File: src/rtl/ps2_key_decoder_if.sv
// rtl/ps2_key_decoder_if.sv - scancode byte input and key/scancode status outputs of the PS/2 key decoder
interface ps2_key_decoder_if #(
   parameter int NUM_KEYS = 3
);
   logic [7:0]          received_data;
   logic                received_data_en;
   logic [NUM_KEYS-1:0] key_held;
   logic [NUM_KEYS-1:0] key_pressed;
   logic [NUM_KEYS-1:0] key_released;
   logic                code_valid;
   logic [7:0]          last_code;
   logic                last_ext;
   logic                last_break;
   logic                prefix_timeout;

   modport master (
      output received_data, received_data_en,
      input  key_held, key_pressed, key_released,
      input  code_valid, last_code, last_ext, last_break, prefix_timeout
   );

   modport slave (
      input  received_data, received_data_en,
      output key_held, key_pressed, key_released,
      output code_valid, last_code, last_ext, last_break, prefix_timeout
   );
endinterface

File: src/rtl/ps2_key_decoder.sv
// rtl/ps2_key_decoder.sv - PS/2 Set-2 scancode decoder with E0/F0 prefix tracking and held-key state
module ps2_key_decoder #(
   parameter int                    NUM_KEYS       = 3,
   parameter logic [NUM_KEYS*8-1:0] KEY_CODES      = {8'h23, 8'h1B, 8'h33},
   parameter logic [NUM_KEYS-1:0]   KEY_EXT        = '0,
   parameter int                    TIMEOUT_CYCLES = 50000
) (
   input logic              CLOCK_50,
   input logic              reset,
   ps2_key_decoder_if.slave bus
);

   localparam int            CW       = $clog2(TIMEOUT_CYCLES);
   localparam logic [CW-1:0] CNT_LAST = CW'(TIMEOUT_CYCLES - 1);

   typedef enum logic [1:0] {
      ST_IDLE,
      ST_EXT,
      ST_BRK,
      ST_EXTBRK
   } state_t;

   state_t              state;
   state_t              state_next;
   logic [CW-1:0]       cnt;
   logic [CW-1:0]       cnt_next;

   logic                is_proto;
   logic                complete;
   logic                cur_ext;
   logic                cur_brk;
   logic                timeout_hit;

   logic [NUM_KEYS-1:0] held_q;
   logic [NUM_KEYS-1:0] held_next;
   logic [NUM_KEYS-1:0] press_q;
   logic [NUM_KEYS-1:0] press_next;
   logic [NUM_KEYS-1:0] release_q;
   logic [NUM_KEYS-1:0] release_next;
   logic                code_valid_q;
   logic [7:0]          last_code_q;
   logic                last_ext_q;
   logic                last_break_q;
   logic                timeout_q;

   // Classify controller/protocol bytes (ACK, BAT, echo, resend, overrun, pause prefix)
   always_comb begin
      is_proto = 1'b0;
      case (bus.received_data)
         8'hFA, 8'hAA, 8'hEE, 8'hFE,
         8'h00, 8'hFF, 8'hE1: is_proto = 1'b1;
         default:             is_proto = 1'b0;
      endcase
   end

   // Prefix FSM next state and stale-prefix timeout counter; a strobe always wins over a timeout
   always_comb begin
      state_next  = state;
      cnt_next    = cnt;
      complete    = 1'b0;
      timeout_hit = 1'b0;
      cur_ext     = (state == ST_EXT) || (state == ST_EXTBRK);
      cur_brk     = (state == ST_BRK) || (state == ST_EXTBRK);

      if (bus.received_data_en) begin
         cnt_next = '0;
         if (bus.received_data == 8'hE0) begin
            state_next = ST_EXT;
         end else if (bus.received_data == 8'hF0) begin
            state_next = cur_ext ? ST_EXTBRK : ST_BRK;
         end else begin
            state_next = ST_IDLE;
            complete   = !is_proto;
         end
      end else if (state != ST_IDLE) begin
         if (cnt == CNT_LAST) begin
            timeout_hit = 1'b1;
            state_next  = ST_IDLE;
            cnt_next    = '0;
         end else begin
            cnt_next = cnt + CW'(1);
         end
      end else begin
         cnt_next = '0;
      end
   end

   // Per-key held/press/release update; auto-repeat makes and breaks of released keys are ignored
   always_comb begin
      held_next    = held_q;
      press_next   = '0;
      release_next = '0;
      for (int i = 0; i < NUM_KEYS; i++) begin
         if (complete && (KEY_CODES[8*i +: 8] == bus.received_data) && (KEY_EXT[i] == cur_ext)) begin
            if (!cur_brk && !held_q[i]) begin
               held_next[i]  = 1'b1;
               press_next[i] = 1'b1;
            end else if (cur_brk && held_q[i]) begin
               held_next[i]    = 1'b0;
               release_next[i] = 1'b1;
            end
         end
      end
   end

   // Prefix state and timeout counter registers
   always_ff @(posedge CLOCK_50 or negedge reset) begin
      if (!reset) begin
         state <= ST_IDLE;
         cnt   <= '0;
      end else begin
         state <= state_next;
         cnt   <= cnt_next;
      end
   end

   // Registered key state, one-cycle pulses and last-scancode report
   always_ff @(posedge CLOCK_50 or negedge reset) begin
      if (!reset) begin
         held_q       <= '0;
         press_q      <= '0;
         release_q    <= '0;
         code_valid_q <= 1'b0;
         last_code_q  <= 8'h00;
         last_ext_q   <= 1'b0;
         last_break_q <= 1'b0;
         timeout_q    <= 1'b0;
      end else begin
         held_q       <= held_next;
         press_q      <= press_next;
         release_q    <= release_next;
         code_valid_q <= complete;
         timeout_q    <= timeout_hit;
         if (complete) begin
            last_code_q  <= bus.received_data;
            last_ext_q   <= cur_ext;
            last_break_q <= cur_brk;
         end
      end
   end

   assign bus.key_held       = held_q;
   assign bus.key_pressed    = press_q;
   assign bus.key_released   = release_q;
   assign bus.code_valid     = code_valid_q;
   assign bus.last_code      = last_code_q;
   assign bus.last_ext       = last_ext_q;
   assign bus.last_break     = last_break_q;
   assign bus.prefix_timeout = timeout_q;

endmodule

File: src/flat_wrapper.sv
// flat-port wrapper written by rule: the top's interface ports become plain ports
module ps2_key_decoder_flat 
#(
   parameter int                    NUM_KEYS       = 3,
   parameter logic [NUM_KEYS*8-1:0] KEY_CODES      = {8'h23, 8'h1B, 8'h33},
   parameter logic [NUM_KEYS-1:0]   KEY_EXT        = '0,
   parameter int                    TIMEOUT_CYCLES = 50000
)
  (CLOCK_50, reset, bus_received_data, bus_received_data_en, bus_key_held, bus_key_pressed, bus_key_released, bus_code_valid, bus_last_code, bus_last_ext, bus_last_break, bus_prefix_timeout);
  ps2_key_decoder_if #(.NUM_KEYS(NUM_KEYS)) bus_i ();
  input logic CLOCK_50;
  input logic reset;
  input wire logic [$bits(bus_i.received_data)-1:0] bus_received_data;
  input wire logic [$bits(bus_i.received_data_en)-1:0] bus_received_data_en;
  output wire logic [$bits(bus_i.key_held)-1:0] bus_key_held;
  output wire logic [$bits(bus_i.key_pressed)-1:0] bus_key_pressed;
  output wire logic [$bits(bus_i.key_released)-1:0] bus_key_released;
  output wire logic [$bits(bus_i.code_valid)-1:0] bus_code_valid;
  output wire logic [$bits(bus_i.last_code)-1:0] bus_last_code;
  output wire logic [$bits(bus_i.last_ext)-1:0] bus_last_ext;
  output wire logic [$bits(bus_i.last_break)-1:0] bus_last_break;
  output wire logic [$bits(bus_i.prefix_timeout)-1:0] bus_prefix_timeout;
  assign bus_i.received_data = bus_received_data;
  assign bus_i.received_data_en = bus_received_data_en;
  assign bus_key_held = bus_i.key_held;
  assign bus_key_pressed = bus_i.key_pressed;
  assign bus_key_released = bus_i.key_released;
  assign bus_code_valid = bus_i.code_valid;
  assign bus_last_code = bus_i.last_code;
  assign bus_last_ext = bus_i.last_ext;
  assign bus_last_break = bus_i.last_break;
  assign bus_prefix_timeout = bus_i.prefix_timeout;
  ps2_key_decoder #(.NUM_KEYS(NUM_KEYS), .KEY_CODES(KEY_CODES), .KEY_EXT(KEY_EXT), .TIMEOUT_CYCLES(TIMEOUT_CYCLES)) u_core (.CLOCK_50(CLOCK_50), .reset(reset), .bus(bus_i));
endmodule
File: config.mk
export PLATFORM = sky130hd
export DESIGN_NAME = ps2_key_decoder_flat
export DESIGN_NICKNAME = d
export VERILOG_FILES = /design/src/rtl/ps2_key_decoder_if.sv /design/src/rtl/ps2_key_decoder.sv /design/src/flat_wrapper.sv
export SDC_FILE = /design/constraint.sdc
export NUM_CORES = 1
export LEC_CHECK = 0
export CORE_ASPECT_RATIO = 0.8
export CORE_MARGIN = 1.5
export CORE_UTILIZATION = 57
export CTS_BUF_LIST = sky130_fd_sc_hd__clkbuf_16
export DETAILED_ROUTE_END_ITERATION = 12
export PLACE_DENSITY = 0.95
export RECOVER_POWER = 100
export SYNTH_ARGS = -nofsm -noshare
export SYNTH_HDL_FRONTEND = slang
export SYNTH_SLANG_ARGS = --single-unit
File: constraint.sdc
create_clock -name CLOCK_50 -period 4.6 [get_ports CLOCK_50]
set_clock_uncertainty 0.15 [all_clocks]
set_input_delay 1.15 -clock CLOCK_50 [delete_from_list [all_inputs] [get_ports CLOCK_50]]
set_output_delay 1.15 -clock CLOCK_50 [all_outputs]
set_load 0.02 [all_outputs]
## Word-level counts from Yosys, hierarchy flattened

Cells that the tools add are included.

- Bits in registers: 39
- Output and inout port bits: 21
- Word-level logic and storage cells: 97
- Bits of input ports: 11

- Reductions and logical operators: 31
- Equality and inequality tests: 15
- Muxes and demuxes: 37
- Add/sub/neg operators: 1
- Bitwise logic cells: 1

Operators by type and width:

| cell | number |
|---|---|
| $eq A8 B8 Y1 const B | 8 |
| $mux W16 | 3 |
| $mux W1 | 29 |
| $add A16 B1 Y16 const B | 1 |
| $eq A16 B16 Y1 const B | 1 |
| $eq A6 B8 Y1 const A | 2 |
| $logic_and A1 B1 Y1 | 12 |
| $reduce_bool A2 Y1 | 6 |
| $mux W2 | 5 |
| $eq A5 B8 Y1 const A | 1 |
| $logic_not A8 Y1 | 1 |
| $reduce_and A2 Y1 | 4 |
| $reduce_or A7 Y1 | 1 |
| $logic_not A1 Y1 | 5 |
| $eq A2 B2 Y1 const B | 2 |
| $eq A2 B1 Y1 const B | 1 |
| $logic_or A1 B1 Y1 | 2 |
| $not A1 Y1 | 1 |

## Longest topological paths before layout

- Word-level depth: 10
- Depth in mapped cells: 6
- Gate-level depth less buffers: 5

## Worst setup path after synthesis

No wires, ideal clock.

- Kind: input-to-reg
- Start point: input bus_received_data[2]
- End point: register u_core.last_code_q[5], in the netlist u_core.bus.last_code[5]
- Library setup time: 0.125 ns
- Required time: 4.325 ns
- Stages: 6
- Arrival: 2.572 ns
- Path slack: 1.753 ns
- Buffers on the path: 2
- Path through: buf_2 or4_1 o22a_1 nand4_4 buf_8 mux2_4

- Word-level cells in the longest chain between the ends: 7
- Elaborated cells between the ends (all ways): 15
- Those cells by class: eq/ne: 8; mux: 4; reduce/logical: 3

RTL lines:

| element | RTL line | text |
|---|---|---|
| from (decl) | flat_wrapper.sv:13 | `input wire logic [$bits(bus_i.received_data)-1:0] bus_received_data;` |
| $eq A8 B8 Y1 or $logic_not A8 Y1 (tied branches) | ps2_key_decoder.sv:49 | `case (bus.received_data)` |
| $reduce_or A7 Y1 | ps2_key_decoder.sv:49 |  |
| $mux W1 | ps2_key_decoder.sv:49 |  |
| $logic_not A1 Y1 | ps2_key_decoder.sv:73 | `complete = !is_proto;` |
| $mux W1 | ps2_key_decoder.sv:69 | `end else if (bus.received_data == 8'hF0) begin` |
| $mux W1 * | ps2_key_decoder.sv:67 | `if (bus.received_data == 8'hE0) begin` |
| $mux W1 * | ps2_key_decoder.sv:65 | `if (bus.received_data_en) begin` |
| to (signal assigned) | ps2_key_decoder.sv:135 | `last_code_q <= bus.received_data;` |
| to (decl) | ps2_key_decoder.sv:41 | `logic [7:0] last_code_q;` |

Every way passes the cells marked *; elsewhere a longest branch is shown, timed or not.
A chain may end at the register's enable or synchronous reset.

## Worst setup path in the final report

- Start point: input bus_received_data[3]
- End point: register u_core.last_code_q[0], in the netlist u_core.bus.last_code[0]

The elaborated chain is that of the path after synthesis.

==> run metrics <==
non-filler instance count after layout approximately 260; number of global-route vias before repair about 1.5k; die height around 56 um; routed vias between 1.5k and 2k; CP bufs+invs 1; drt drc 0; ANT nets after route 0; Fill cells between 200 and 250; register area roughly 980 um^2; RSZ-0062 raised after global routing false; overall routed net length between 4 and 5 mm; min-delay worst type flop to flop; kind of cell adding the most delay to the critical path simple AND/OR/NAND/NOR gates; cell-by-cell trace of the critical path dlygate4sd3_1 > or4_1 > a21o_1 > nand4_1 > mux2_2; top-area cell type share of the netlist area 49.5%; Peak VDD IR 0.263 mV; TritonCTS Sinks 39; Clock Tree Buf Depth 2; Synth-to-Final Area Change 20.9%; pwr/cell area 318 mW/mm^2; mux contribution to synthesized area about 7.2%; max cap viols 1; Resized Gates After CTS 0; mapped cell area 0.00197 mm^2; Leak Pwr ~1.0 nW; compound-gate portion of the synthesized area just over 5%; First-pass DRT Iterations 4; commonest cells after routing, fill and taps aside dfrtp_1 (39), dlygate4sd3_1 (23), nor2_1 (19), nand3_1 (13), nand4_1 (13); largest family of logic cells by synthesized area simple AND/OR/NAND/NOR gates; # diodes 0; Yosys warning count 0; die width 68.7 um; Initial Utilization 61.6%; Critical Path Sink Type flop; final setup fails 0; global-route wire length before repair around 7.2 mm; area occupied by multi-input gates 877 um^2; Synth Flop Type dfrtp_1; Clock Latency Late Sink roughly 280 ps; final HPWL from detailed placement about 2.8 mm; Peak Freq around 0.27 GHz; maximum fanout along the worst path 17; Netlist cell types 39; dpl ws about 1100 ps; CTS clk-pin slew, worst paths ~50 ps; most common cell after layout, fill and taps aside dfrtp_1; initial DRC count about 170; min Tclk post-route ~3700 ps; CTS tree built; Yosys reg bits 39; Final period util 80.4%; area share of fa/ha/maj cells after synthesis about 4.4%; share of post-route cells with drive strength above 1 between 7 and 8%; Synth area leader dfrtp_1; Placed Instances 250; XOR/XNOR Fraction of Synth Area ~5%; CP max-delay cell dlygate4sd3_1; # H-tree levels 2; global route overflow 0; Startpoint Class input pin; Port Buffer Count 31; max-slew violations 40; critical path type input pin to flop; core area roughly 0.0032 mm^2; Avg Inst Size Synth between 10 and 15 um^2; Post-synth EDFFs 0; failing checks capacitance limit, slew limit; Worst EP arrival 3710 ps; Avg Vias per Cell 6.09; Num CTS Buffers 5; Power Total about 0.00076 W; Root Buffer clkbuf_16; GRT Resource Usage Total around 26%; routability cong. approximately 0.81; ys async rst share between 90% and 100%; Synth Area in Simple Gates between 20% and 30%; antenna violations before repair 0; fin nets approximately 240; Hold Violations, Final 0; post-layout worst setup margin 900 ps; Mapped Cells about 190; relative slew slack -37.0%; setup TNS 0 ps; DR WL/cell 16.2 um; Hold-fix buffers, CTS 0; Synth Net Count slightly above 200; DIE AREA 0.00382 mm^2; CP max stage delay about 680 ps; Tightest Pin Transition around 2100 ps; post-CTS setup buffers 0; sequential area share after synthesis 49.5%; largest net degree at the start of global routing 40; largest cells by area after synthesis dfrtp_1 (50%), mux2_2 (5.1%), ha_1 (4.4%); status finished, violations left; CP Data Required Time 4610 ps; I/O pins 32; Rows 18
area by class of cell:
| class | count | area share (%) |
|---|---|---|
| sequential | 39 | 41.0 |
| tap | 40 | 2.10 |
| inverter | 11 | 1.73 |
| timing repair buffer | 31 | 12.8 |
| multi-input combinational | 129 | 36.8 |
| clock buffer | 5 | 5.25 |
| clock inverter | 2 | 0.368 |
metrics by stage:
stage	hold WS [ps]	utilization, %	cell area (um^2)
detailed placement	336	71.2	2280
global route	365	74.5	2380
floorplan	305	-	1970
CTS	344	75.4	2410
global placement	324	71.2	2280
finish	335	74.5	2380
logic make-up (layout without fill, tap and decap cells):
| kind of cell | after synthesis | count (layout) |
|---|---|---|
| xor+xnor | 11 | 11 |
| compound gates | 15 | 15 |
| mux | 12 | 12 |
| simple gates | 84 | 84 |
| flops | 39 | 39 |
| buf+inv | 19 | 49 |
| fa+ha+maj | 7 | 7 |
state kept, by name (all words and copies together), names as in the netlist, 2 cells and up:
name,cells
u_core.cnt,16
u_core.bus.last_code,8
u_core.state,2
u_core.bus.key_released,3
u_core.bus.key_pressed,3
u_core.bus.key_held,3
metal layers:
layer	global-route usage (%)	vias up	part of all wire [%]
met5	0	-	0
met4	11.8	0	1.8
met3	5.26	8	5.8
met1	37.4	768	46
met2	37.0	59	46
li1	-	729	-
power breakdown:
part           switching [W]   total, W  internal [W]
Sequential        0.00000561   0.000359      0.000353
Combinational      0.0000452  0.0000774     0.0000322
Clock               0.000126   0.000321      0.000194
path summary, 6_finish.rpt:
path,start,end,slack [ps],cells after the start
min in group asynchronous,reset,u_core.cnt[0]$_DFF_PN0_,1310,1
worst max register to register,u_core.cnt[13]$_DFF_PN0_,u_core.cnt[12]$_DFF_PN0_,2610,4
max in group asynchronous,reset,u_core.bus.key_pressed[2]$_DFF_PN0_,1820,1
worst max-delay path,bus_received_data[3],u_core.bus.last_code[0]$_DFFE_PN0N_,900,5
worst min-delay path,u_core.cnt[0]$_DFF_PN0_,u_core.cnt[0]$_DFF_PN0_,340,1
worst min register to register,u_core.cnt[0]$_DFF_PN0_,u_core.cnt[0]$_DFF_PN0_,340,1
Yosys cell counts, types with 2 or more instances:
library cell	n
dfrtp_1	39
nand4_1	12
o21ai_0	4
nor4_1	3
or3_1	4
nor2_1	19
a21oi_1	3
nor3_1	6
xor2_1	5
nor4bb_1	2
clkbuf_1	5
a21o_1	2
ha_1	7
nand2_1	9
or4_1	3
nand3_1	13
and3_1	3
o31ai_1	2
nor2b_1	2
xnor2_1	6
mux2_4	2
inv_1	11
mux2_2	9
Power figures use the tool's default switching activity.
